## src/rtl/retire_unit_if.sv

```systemverilog
// Commit bundle from the ROB into the retire unit.
// Handshake: the ROB holds cmt_valid_i and all slot fields stable for the
// cycle; the bundle is consumed on a rising edge where cmt_ready_o is high and
// cmt_valid_i[0] is high. Slot 0 is oldest, and slot 1 is only valid when
// slot 0 is valid. cmt_ready_o depends only on internal state, never on the
// bundle contents.
interface retire_unit_if #(
   parameter int CMT_W   = 2,
   parameter int PREG_W  = 6,
   parameter int AREG_W  = 5,
   parameter int ECODE_W = 6
);
   logic [CMT_W-1:0]               cmt_valid_i;
   logic                           cmt_ready_o;
   logic [CMT_W-1:0][31:0]         cmt_pc_i;
   logic [CMT_W-1:0]               cmt_dst_valid_i;
   logic [CMT_W-1:0][AREG_W-1:0]   cmt_areg_i;
   logic [CMT_W-1:0][PREG_W-1:0]   cmt_preg_i;
   logic [CMT_W-1:0][PREG_W-1:0]   cmt_old_preg_i;
   logic [CMT_W-1:0]               cmt_excp_i;
   logic [CMT_W-1:0][ECODE_W-1:0]  cmt_ecode_i;
   logic [CMT_W-1:0]               cmt_redirect_i;
   logic [CMT_W-1:0][31:0]         cmt_target_i;
   logic [CMT_W-1:0]               cmt_flush_i;
   logic [CMT_W-1:0]               cmt_idle_i;
   logic [CMT_W-1:0]               cmt_is_br_i;

   modport master (
      output cmt_valid_i, cmt_pc_i, cmt_dst_valid_i, cmt_areg_i, cmt_preg_i,
             cmt_old_preg_i, cmt_excp_i, cmt_ecode_i, cmt_redirect_i,
             cmt_target_i, cmt_flush_i, cmt_idle_i, cmt_is_br_i,
      input  cmt_ready_o
   );

   modport slave (
      input  cmt_valid_i, cmt_pc_i, cmt_dst_valid_i, cmt_areg_i, cmt_preg_i,
             cmt_old_preg_i, cmt_excp_i, cmt_ecode_i, cmt_redirect_i,
             cmt_target_i, cmt_flush_i, cmt_idle_i, cmt_is_br_i,
      output cmt_ready_o
   );
endinterface

```

## src/rtl/retire_unit.sv

```systemverilog
// Retire unit: retires up to CMT_W instructions per cycle from the ROB,
// updates the architectural RAT, frees old physical registers, trains the
// BPU and turns the first terminating slot into a one-cycle pipeline flush
// (optionally followed by IDLE until an interrupt arrives).
module retire_unit #(
   parameter int CMT_W   = 2,
   parameter int PREG_W  = 6,
   parameter int AREG_W  = 5,
   parameter int ECODE_W = 6
) (
   input  logic                          clk,
   input  logic                          a_rst,
   retire_unit_if.slave                  cmt,
   input  logic [31:0]                   eentry_i,
   input  logic                          intr_i,
   output logic [CMT_W-1:0]              arat_we_o,
   output logic [CMT_W-1:0][AREG_W-1:0]  arat_areg_o,
   output logic [CMT_W-1:0][PREG_W-1:0]  arat_preg_o,
   output logic [CMT_W-1:0]              free_valid_o,
   output logic [CMT_W-1:0][PREG_W-1:0]  free_preg_o,
   output logic                          bpu_upd_valid_o,
   output logic [31:0]                   bpu_upd_pc_o,
   output logic [31:0]                   bpu_upd_target_o,
   output logic                          bpu_upd_miss_o,
   output logic                          flush_o,
   output logic                          redirect_o,
   output logic [31:0]                   redirect_pc_o,
   output logic                          excp_valid_o,
   output logic [ECODE_W-1:0]            excp_ecode_o,
   output logic [31:0]                   excp_pc_o,
   output logic                          idle_o,
   output logic [31:0]                   retire_cnt_o,
   output logic [1:0]                    dbg_state
);

   typedef enum logic [1:0] {RUN = 2'd0, FLUSH = 2'd1, IDLE = 2'd2} state_t;

   state_t              state_q, state_d;
   logic                accept;
   logic                ready;
   logic                stop;
   logic [CMT_W-1:0]    retired;
   logic [31:0]         ret_sum;
   logic                hit_term, hit_excp, hit_idle;
   logic [ECODE_W-1:0]  hit_ecode;
   logic [31:0]         hit_pc, hit_tgt;
   logic                br_found;
   logic [31:0]         br_pc, br_tgt;
   logic                br_miss;
   logic [31:0]         pc_q, epc_q, cnt_q;
   logic                excp_q, idle_q;
   logic [ECODE_W-1:0]  ecode_q;

   assign accept          = (state_q == RUN) && cmt.cmt_valid_i[0];
   assign cmt.cmt_ready_o = ready;
   assign retire_cnt_o    = cnt_q;
   assign dbg_state       = state_q;

   // Qualify slots in age order; everything younger than the first terminating slot is dropped.
   always_comb begin
      stop      = 1'b0;
      retired   = '0;
      ret_sum   = '0;
      hit_term  = 1'b0;
      hit_excp  = 1'b0;
      hit_idle  = 1'b0;
      hit_ecode = '0;
      hit_pc    = '0;
      hit_tgt   = '0;
      br_found  = 1'b0;
      br_pc     = '0;
      br_tgt    = '0;
      br_miss   = 1'b0;
      for (int i = 0; i < CMT_W; i++) begin
         if (accept && cmt.cmt_valid_i[i] && !stop) begin
            retired[i] = ~cmt.cmt_excp_i[i];
            ret_sum    = ret_sum + 32'(retired[i]);
            if (retired[i] && cmt.cmt_is_br_i[i] && !br_found) begin
               br_found = 1'b1;
               br_pc    = cmt.cmt_pc_i[i];
               br_tgt   = cmt.cmt_target_i[i];
               br_miss  = cmt.cmt_redirect_i[i];
            end
            if (cmt.cmt_excp_i[i] | cmt.cmt_redirect_i[i] | cmt.cmt_flush_i[i] | cmt.cmt_idle_i[i]) begin
               stop      = 1'b1;
               hit_term  = 1'b1;
               hit_excp  = cmt.cmt_excp_i[i];
               hit_idle  = cmt.cmt_idle_i[i];
               hit_ecode = cmt.cmt_ecode_i[i];
               hit_pc    = cmt.cmt_pc_i[i];
               if (cmt.cmt_excp_i[i])
                  hit_tgt = eentry_i;
               else if (cmt.cmt_redirect_i[i])
                  hit_tgt = cmt.cmt_target_i[i];
               else
                  hit_tgt = cmt.cmt_pc_i[i] + 32'd4;
            end
         end
      end
   end

   // State register.
   always_ff @(posedge clk or posedge a_rst) begin
      if (a_rst) state_q <= RUN;
      else       state_q <= state_d;
   end

   // Next state and flush/idle outputs decoded from the current state.
   always_comb begin
      state_d       = state_q;
      ready         = 1'b0;
      flush_o       = 1'b0;
      redirect_o    = 1'b0;
      redirect_pc_o = '0;
      excp_valid_o  = 1'b0;
      excp_ecode_o  = '0;
      excp_pc_o     = '0;
      idle_o        = 1'b0;
      case (state_q)
         RUN: begin
            ready = 1'b1;
            if (hit_term) state_d = FLUSH;
         end
         FLUSH: begin
            flush_o       = 1'b1;
            redirect_o    = 1'b1;
            redirect_pc_o = pc_q;
            excp_valid_o  = excp_q;
            if (excp_q) begin
               excp_ecode_o = ecode_q;
               excp_pc_o    = epc_q;
            end
            state_d = (idle_q && !excp_q) ? IDLE : RUN;
         end
         IDLE: begin
            idle_o = 1'b1;
            if (intr_i) state_d = RUN;
         end
         default: state_d = RUN;
      endcase
   end

   // Capture the redirect target and exception details of the terminating slot.
   always_ff @(posedge clk or posedge a_rst) begin
      if (a_rst) begin
         pc_q    <= '0;
         epc_q   <= '0;
         excp_q  <= 1'b0;
         idle_q  <= 1'b0;
         ecode_q <= '0;
      end else if (hit_term) begin
         pc_q    <= hit_tgt;
         epc_q   <= hit_pc;
         excp_q  <= hit_excp;
         idle_q  <= hit_idle;
         ecode_q <= hit_ecode;
      end
   end

   // Registered RAT/free-list/BPU updates and the retired-instruction counter.
   always_ff @(posedge clk or posedge a_rst) begin
      if (a_rst) begin
         arat_we_o        <= '0;
         arat_areg_o      <= '0;
         arat_preg_o      <= '0;
         free_valid_o     <= '0;
         free_preg_o      <= '0;
         bpu_upd_valid_o  <= 1'b0;
         bpu_upd_pc_o     <= '0;
         bpu_upd_target_o <= '0;
         bpu_upd_miss_o   <= 1'b0;
         cnt_q            <= '0;
      end else begin
         for (int i = 0; i < CMT_W; i++) begin
            if (retired[i] && cmt.cmt_dst_valid_i[i]) begin
               arat_we_o[i]    <= 1'b1;
               arat_areg_o[i]  <= cmt.cmt_areg_i[i];
               arat_preg_o[i]  <= cmt.cmt_preg_i[i];
               free_valid_o[i] <= 1'b1;
               free_preg_o[i]  <= cmt.cmt_old_preg_i[i];
            end else begin
               arat_we_o[i]    <= 1'b0;
               arat_areg_o[i]  <= '0;
               arat_preg_o[i]  <= '0;
               free_valid_o[i] <= 1'b0;
               free_preg_o[i]  <= '0;
            end
         end
         bpu_upd_valid_o  <= br_found;
         bpu_upd_pc_o     <= br_pc;
         bpu_upd_target_o <= br_tgt;
         bpu_upd_miss_o   <= br_miss;
         cnt_q            <= cnt_q + ret_sum;
      end
   end

endmodule

```

## src/flat_wrapper.sv

```systemverilog
// flat-port wrapper written by rule: the top's interface ports become plain ports
module retire_unit_flat 
#(
   parameter int CMT_W   = 2,
   parameter int PREG_W  = 6,
   parameter int AREG_W  = 5,
   parameter int ECODE_W = 6
)
  (clk, a_rst, eentry_i, intr_i, arat_we_o, arat_areg_o, arat_preg_o, free_valid_o, free_preg_o, bpu_upd_valid_o, bpu_upd_pc_o, bpu_upd_target_o, bpu_upd_miss_o, flush_o, redirect_o, redirect_pc_o, excp_valid_o, excp_ecode_o, excp_pc_o, idle_o, retire_cnt_o, dbg_state, cmt_cmt_valid_i, cmt_cmt_pc_i, cmt_cmt_dst_valid_i, cmt_cmt_areg_i, cmt_cmt_preg_i, cmt_cmt_old_preg_i, cmt_cmt_excp_i, cmt_cmt_ecode_i, cmt_cmt_redirect_i, cmt_cmt_target_i, cmt_cmt_flush_i, cmt_cmt_idle_i, cmt_cmt_is_br_i, cmt_cmt_ready_o);
  retire_unit_if #(.CMT_W(CMT_W), .PREG_W(PREG_W), .AREG_W(AREG_W), .ECODE_W(ECODE_W)) cmt_i ();
  input  logic clk;
  input  logic a_rst;
  input  logic [31:0] eentry_i;
  input  logic intr_i;
  output logic [CMT_W-1:0] arat_we_o;
  output logic [CMT_W-1:0][AREG_W-1:0] arat_areg_o;
  output logic [CMT_W-1:0][PREG_W-1:0] arat_preg_o;
  output logic [CMT_W-1:0] free_valid_o;
  output logic [CMT_W-1:0][PREG_W-1:0] free_preg_o;
  output logic bpu_upd_valid_o;
  output logic [31:0] bpu_upd_pc_o;
  output logic [31:0] bpu_upd_target_o;
  output logic bpu_upd_miss_o;
  output logic flush_o;
  output logic redirect_o;
  output logic [31:0] redirect_pc_o;
  output logic excp_valid_o;
  output logic [ECODE_W-1:0] excp_ecode_o;
  output logic [31:0] excp_pc_o;
  output logic idle_o;
  output logic [31:0] retire_cnt_o;
  output logic [1:0] dbg_state;
  input wire logic [$bits(cmt_i.cmt_valid_i)-1:0] cmt_cmt_valid_i;
  input wire logic [$bits(cmt_i.cmt_pc_i)-1:0] cmt_cmt_pc_i;
  input wire logic [$bits(cmt_i.cmt_dst_valid_i)-1:0] cmt_cmt_dst_valid_i;
  input wire logic [$bits(cmt_i.cmt_areg_i)-1:0] cmt_cmt_areg_i;
  input wire logic [$bits(cmt_i.cmt_preg_i)-1:0] cmt_cmt_preg_i;
  input wire logic [$bits(cmt_i.cmt_old_preg_i)-1:0] cmt_cmt_old_preg_i;
  input wire logic [$bits(cmt_i.cmt_excp_i)-1:0] cmt_cmt_excp_i;
  input wire logic [$bits(cmt_i.cmt_ecode_i)-1:0] cmt_cmt_ecode_i;
  input wire logic [$bits(cmt_i.cmt_redirect_i)-1:0] cmt_cmt_redirect_i;
  input wire logic [$bits(cmt_i.cmt_target_i)-1:0] cmt_cmt_target_i;
  input wire logic [$bits(cmt_i.cmt_flush_i)-1:0] cmt_cmt_flush_i;
  input wire logic [$bits(cmt_i.cmt_idle_i)-1:0] cmt_cmt_idle_i;
  input wire logic [$bits(cmt_i.cmt_is_br_i)-1:0] cmt_cmt_is_br_i;
  output wire logic [$bits(cmt_i.cmt_ready_o)-1:0] cmt_cmt_ready_o;
  assign cmt_i.cmt_valid_i = cmt_cmt_valid_i;
  assign cmt_i.cmt_pc_i = cmt_cmt_pc_i;
  assign cmt_i.cmt_dst_valid_i = cmt_cmt_dst_valid_i;
  assign cmt_i.cmt_areg_i = cmt_cmt_areg_i;
  assign cmt_i.cmt_preg_i = cmt_cmt_preg_i;
  assign cmt_i.cmt_old_preg_i = cmt_cmt_old_preg_i;
  assign cmt_i.cmt_excp_i = cmt_cmt_excp_i;
  assign cmt_i.cmt_ecode_i = cmt_cmt_ecode_i;
  assign cmt_i.cmt_redirect_i = cmt_cmt_redirect_i;
  assign cmt_i.cmt_target_i = cmt_cmt_target_i;
  assign cmt_i.cmt_flush_i = cmt_cmt_flush_i;
  assign cmt_i.cmt_idle_i = cmt_cmt_idle_i;
  assign cmt_i.cmt_is_br_i = cmt_cmt_is_br_i;
  assign cmt_cmt_ready_o = cmt_i.cmt_ready_o;
  retire_unit #(.CMT_W(CMT_W), .PREG_W(PREG_W), .AREG_W(AREG_W), .ECODE_W(ECODE_W)) u_core (.clk(clk), .a_rst(a_rst), .cmt(cmt_i), .eentry_i(eentry_i), .intr_i(intr_i), .arat_we_o(arat_we_o), .arat_areg_o(arat_areg_o), .arat_preg_o(arat_preg_o), .free_valid_o(free_valid_o), .free_preg_o(free_preg_o), .bpu_upd_valid_o(bpu_upd_valid_o), .bpu_upd_pc_o(bpu_upd_pc_o), .bpu_upd_target_o(bpu_upd_target_o), .bpu_upd_miss_o(bpu_upd_miss_o), .flush_o(flush_o), .redirect_o(redirect_o), .redirect_pc_o(redirect_pc_o), .excp_valid_o(excp_valid_o), .excp_ecode_o(excp_ecode_o), .excp_pc_o(excp_pc_o), .idle_o(idle_o), .retire_cnt_o(retire_cnt_o), .dbg_state(dbg_state));
endmodule
```

## config.mk

```make
export PLATFORM = sky130hd
export DESIGN_NAME = retire_unit_flat
export DESIGN_NICKNAME = d
export VERILOG_FILES = /design/src/rtl/retire_unit_if.sv /design/src/rtl/retire_unit.sv /design/src/flat_wrapper.sv
export SDC_FILE = /design/constraint.sdc
export NUM_CORES = 1
export LEC_CHECK = 0
export ABC_AREA = 1
export CORE_MARGIN = 2
export CORE_UTILIZATION = 42
export CTS_CLUSTER_SIZE = 16
export DETAILED_ROUTE_END_ITERATION = 8
export GPL_TIMING_DRIVEN = 0
export PLACE_DENSITY = 0.77
export SLEW_MARGIN = 20
export SYNTH_ARGS = -nofsm -noshare
export SYNTH_HDL_FRONTEND = slang
export SYNTH_SLANG_ARGS = --single-unit
```

## constraint.sdc

```tcl
create_clock -name clk -period 6.7 [get_ports clk]
set_input_delay 1.34 -clock clk [delete_from_list [all_inputs] [get_ports clk]]
set_output_delay 1.34 -clock clk [all_outputs]
set_load 0.01 [all_outputs]
```

==> metrics.txt <==
# TYPE chip_impl_metric gauge
chip_impl_info{name="outcome",value="completed"} 1
chip_impl_metric{name="ys_types",unit=""} 44
chip_impl_metric{name="postSynthNetCount",unit=""} 1911
chip_impl_metric{name="drt_wl_total",unit="um"} 60760
chip_impl_metric{name="layout-area-overhead-vs-synth",unit="%"} 46.97
chip_impl_metric{name="synth.yosys.seq_area_share",unit="%"} 41.98
chip_impl_metric{name="ys_ff_latch",unit=""} 208
chip_impl_metric{name="route.vias.total",unit=""} 14245
chip_impl_metric{name="avgViaCountPerCell",unit=""} 5.578
chip_impl_info{name="netlist.top_cell.by_area",value="dfrtp_1"} 1
chip_impl_info{name="synth_most_common_cell",value="nand2_1"} 1
chip_impl_metric{name="maxCapViolations",unit=""} 0
chip_impl_metric{name="ys_async_sr_fraction",unit="%"} 100.0
chip_impl_info{name="worst_r2r_endpoint",value="u_core.retire_cnt_o[28]"} 1
chip_impl_metric{name="holdBufCountCts",unit=""} 0
chip_impl_metric{name="post_synth_instance_area",unit="mm2"} 0.01240
chip_impl_metric{name="clock_latency_at_the_later_pin_of_the_worst_skew_pair",unit="ns"} 0.54
chip_impl_info{name="ctsRootBufferMaster",value="clkbuf_16"} 1
chip_impl_metric{name="postSynthCellCount",unit=""} 1682
chip_impl_metric{name="clk_pin_slew_worst_paths",unit="ns"} 0.06
chip_impl_metric{name="filler_cell_count",unit=""} 2612
chip_impl_metric{name="core-area",unit="mm2"} 0.02886
chip_impl_metric{name="fmaxAchievable",unit="MHz"} 231.7
chip_impl_metric{name="drt_pass1_iterations",unit=""} 5
chip_impl_info{name="synth-main-ff-cell",value="dfrtp_1"} 1
chip_impl_metric{name="required",unit="ns"} 7.16
chip_impl_metric{name="critPathArrivalTime",unit="ns"} 4.77
chip_impl_metric{name="dp_hpwl",unit="um"} 49410
chip_impl_metric{name="clock_tree.htree_level_count",unit=""} 1
chip_impl_metric{name="power.density_cell_area",unit="mW/mm2"} 243.1
chip_impl_metric{name="least_margin_pin_slew",unit="ns"} 1.020
chip_impl_metric{name="setup_slack_reg_to_reg",unit="ns"} 3.10
chip_impl_metric{name="clockBufferDepth",unit=""} 3
chip_impl_metric{name="ys.warnings.count",unit=""} 0
chip_impl_metric{name="boundaryPins",unit=""} 436
chip_impl_metric{name="synth-edff-count",unit=""} 0
chip_impl_info{name="routed.top_layer",value="met5"} 1
chip_impl_metric{name="met3_wirelength",unit="um"} 5788
chip_impl_metric{name="drc",unit=""} 0
chip_impl_metric{name="antenna_violating_nets_post_route",unit=""} 0
chip_impl_metric{name="grt_pass1_wl",unit="um"} 87740
chip_impl_metric{name="layout_cells_sized_above_1",unit="%"} 6.747
chip_impl_metric{name="min_period",unit="ns"} 4.317
chip_impl_metric{name="final_core_util",unit="%"} 63.14
chip_impl_metric{name="dp.cells",unit=""} 2505
chip_impl_info{name="hp-class",value="register to register"} 1
chip_impl_metric{name="met1_wl",unit="um"} 23020
chip_impl_info{name="post_synth_main_area_contributors",value="dfrtp_1 (42%), nand2_1 (13%), nor2_1 (7.6%)"} 1
chip_impl_metric{name="chipHeight",unit="um"} 175.8
chip_impl_info{name="grt_setup_unrepaired",value="false"} 1
chip_impl_metric{name="whs",unit="ns"} 0.4840
chip_impl_metric{name="routed_length_per_instance",unit="um"} 23.79
chip_impl_metric{name="buffer_count_from_post_cts_setup_fixing",unit=""} 0
chip_impl_info{name="timing.critical_path.to_type",value="register"} 1
chip_impl_info{name="crit_startpoint",value="cmt_cmt_valid_i[0]"} 1
chip_impl_metric{name="grt_max_degree",unit=""} 36
chip_impl_metric{name="final_design_area_no_fill",unit="mm2"} 0.01822
chip_impl_metric{name="clock-skew-final",unit="ns"} 0.01317
chip_impl_info{name="critical_path_class",value="input port to register"} 1
chip_impl_metric{name="report.final.setup_viol",unit=""} 0
chip_impl_metric{name="dr_wl_met2",unit="um"} 28530
chip_impl_metric{name="initial_antenna_violation_count",unit=""} 7
chip_impl_metric{name="vias_in_the_first_global_route",unit=""} 13790
chip_impl_metric{name="grt_overflow",unit=""} 0
chip_impl_metric{name="placement.cell_area",unit="mm2"} 0.01735
chip_impl_info{name="cp-start-kind",value="input port"} 1
chip_impl_metric{name="finalCritPeriodShare",unit="%"} 64.43
chip_impl_metric{name="cts-resized-gates",unit=""} 0
chip_impl_info{name="synthTopCellsByCount",value="nand2_1 (444), nor2_1 (251), inv_1 (209)"} 1
chip_impl_metric{name="port-buffer-count",unit=""} 432
chip_impl_metric{name="finalSetupTns",unit="ns"} 0
chip_impl_metric{name="hold_viol",unit=""} 0
chip_impl_info{name="cts_tree",value="built"} 1
chip_impl_metric{name="final-max-slew-violation-count",unit=""} 0
chip_impl_metric{name="start_util",unit="%"} 42.96
chip_impl_info{name="critical_path_sink",value="u_core.retire_cnt_o[28]"} 1
chip_impl_metric{name="place.gp.congestion",unit=""} 1.053
chip_impl_metric{name="final_cells",unit=""} 2554
chip_impl_metric{name="synth_largest_type_area_fraction",unit="%"} 41.98
chip_impl_metric{name="clkSinkCount",unit=""} 208
chip_impl_metric{name="floorplan.rows",unit=""} 62
chip_impl_metric{name="detail_route.iter0.violations",unit=""} 1561
chip_impl_metric{name="worstRegToRegCells",unit=""} 15
chip_impl_metric{name="leakage",unit="nW"} 8.353
chip_impl_metric{name="die-area",unit="mm2"} 0.03091
chip_impl_metric{name="worst_path_maximum_fanout",unit=""} 10
chip_impl_metric{name="finalNetCount",unit=""} 2376
chip_impl_metric{name="worst_slew_margin_rel",unit="%"} 31.97
chip_impl_info{name="timing.rr.start",value="u_core.dbg_state[0]"} 1
chip_impl_metric{name="floorplan.die.width",unit="um"} 175.8
chip_impl_metric{name="cts_made_buffers",unit=""} 24
chip_impl_metric{name="globalRouteTotalUtil",unit="%"} 38.57
chip_impl_metric{name="ir_drop",unit="mV"} 0.2116
chip_impl_metric{name="postSynthAreaPerCell",unit="um2"} 7.371
[metal layers]
layer	GRT usage (%)	vias up
met1	48.81	6749
met5	0	-
met2	63.44	935
li1	-	6389
met4	19.56	2
met3	6.948	170
[power by group]
group          switching (mW)  total, mW  internal [mW]
sequential              0.146       1.62           1.48
combinational           0.799       1.40          0.598
clock                   0.559       1.41          0.850
total                    1.50       4.43           2.93
[sequential cells by signal (all words and copies together), names as in the netlist, 2 cells and up]
| register | flops |
|---|---|
| u_core.bpu_upd_pc_o | 32 |
| u_core.dbg_state | 2 |
| u_core.retire_cnt_o | 32 |
| u_core.epc_q | 32 |
| u_core.pc_q | 32 |
| u_core.free_preg_o | 12 |
| u_core.arat_we_o | 2 |
| u_core.ecode_q | 6 |
| u_core.bpu_upd_target_o | 32 |
| u_core.arat_areg_o | 10 |
| u_core.arat_preg_o | 12 |
[layout make-up]
| class | count | area [um2] | area share, % |
|---|---|---|---|
| diodes | 6 | 15.01 | 0.08240 |
| plain buffers | 89 | 447.9 | 2.458 |
| clock buffers | 32 | 700.7 | 3.845 |
| clock inverters | 11 | 151.4 | 0.8309 |
| inverters | 215 | 813.3 | 4.463 |
| multi-input cells | 1170 | 5936 | 32.58 |
| flip-flops and latches | 208 | 5205 | 28.57 |
| well taps | 384 | 480.5 | 2.637 |
| repair buffers | 439 | 4472 | 24.54 |
[metrics by stage]
stage	total power, mW	setup WS (ns)
floorplan	2.279	2.660
global placement	2.976	0.9767
detailed placement	3.006	1.830
CTS	4.409	2.371
global route	4.612	2.100
finish	4.429	2.383
[worst min path at each step]
| stage | slack [ns] | to | cells after the start | startpoint |
|---|---|---|---|---|
| global placement | 0.46 | u_core.idle_q | 2 | u_core.idle_q |
| global route | 0.50 | u_core.pc_q[14] | 2 | u_core.pc_q[14] |
| CTS | 0.48 | u_core.pc_q[14] | 2 | u_core.pc_q[14] |
| floorplan | 0.44 | u_core.idle_q | 2 | u_core.idle_q |
| detailed placement | 0.47 | u_core.pc_q[14] | 2 | u_core.pc_q[14] |
| finish | 0.48 | u_core.pc_q[14] | 2 | u_core.pc_q[14] |
[logic make-up (layout without fill, tap and decap cells)]
| family | count (synthesis) | in the layout | share of synthesized area [%] |
|---|---|---|---|
| compound gates | 258 | 258 | 15.40 |
| xor+xnor | 43 | 43 | 3.038 |
| fa+ha+maj | 6 | 6 | 0.6661 |
| buf+inv | 304 | 786 | 10.14 |
| flops | 208 | 208 | 41.98 |
| other cells | 0 | 6 | 0 |
| simple gates | 863 | 863 | 28.77 |
[placed cells by master, fill, tap and decap left out, types with 16 or more instances in the layout]
cell / count
a21oi_1: 84
buf_2: 19
clkbuf_1: 44
clkbuf_16: 24
clkdlybuf4s50_1: 432
dfrtp_1: 208
inv_1: 208
nand2_1: 444
nand3_1: 107
nand4_1: 28
nor2_1: 251
o211ai_1: 21
o21ai_0: 51
o221ai_1: 35
o32ai_1: 16
o32ai_2: 20
xor2_1: 30
[worst max-delay path: stages]
cell and delay [ns]:
clkdlybuf4s50_1 0.49, nand2_2 0.10, nor2_2 0.27, clkbuf_1 0.40, ha_1 0.19, o21a_1 0.13, ha_1 0.17, inv_1 0.07
fa_1 0.43, nor2_2 0.18, nand4_1 0.22, nor2_2 0.21, nand4_1 0.21, nor2_1 0.19, xor2_1 0.17
No activity file was read; power rests on OpenSTA's default activity.
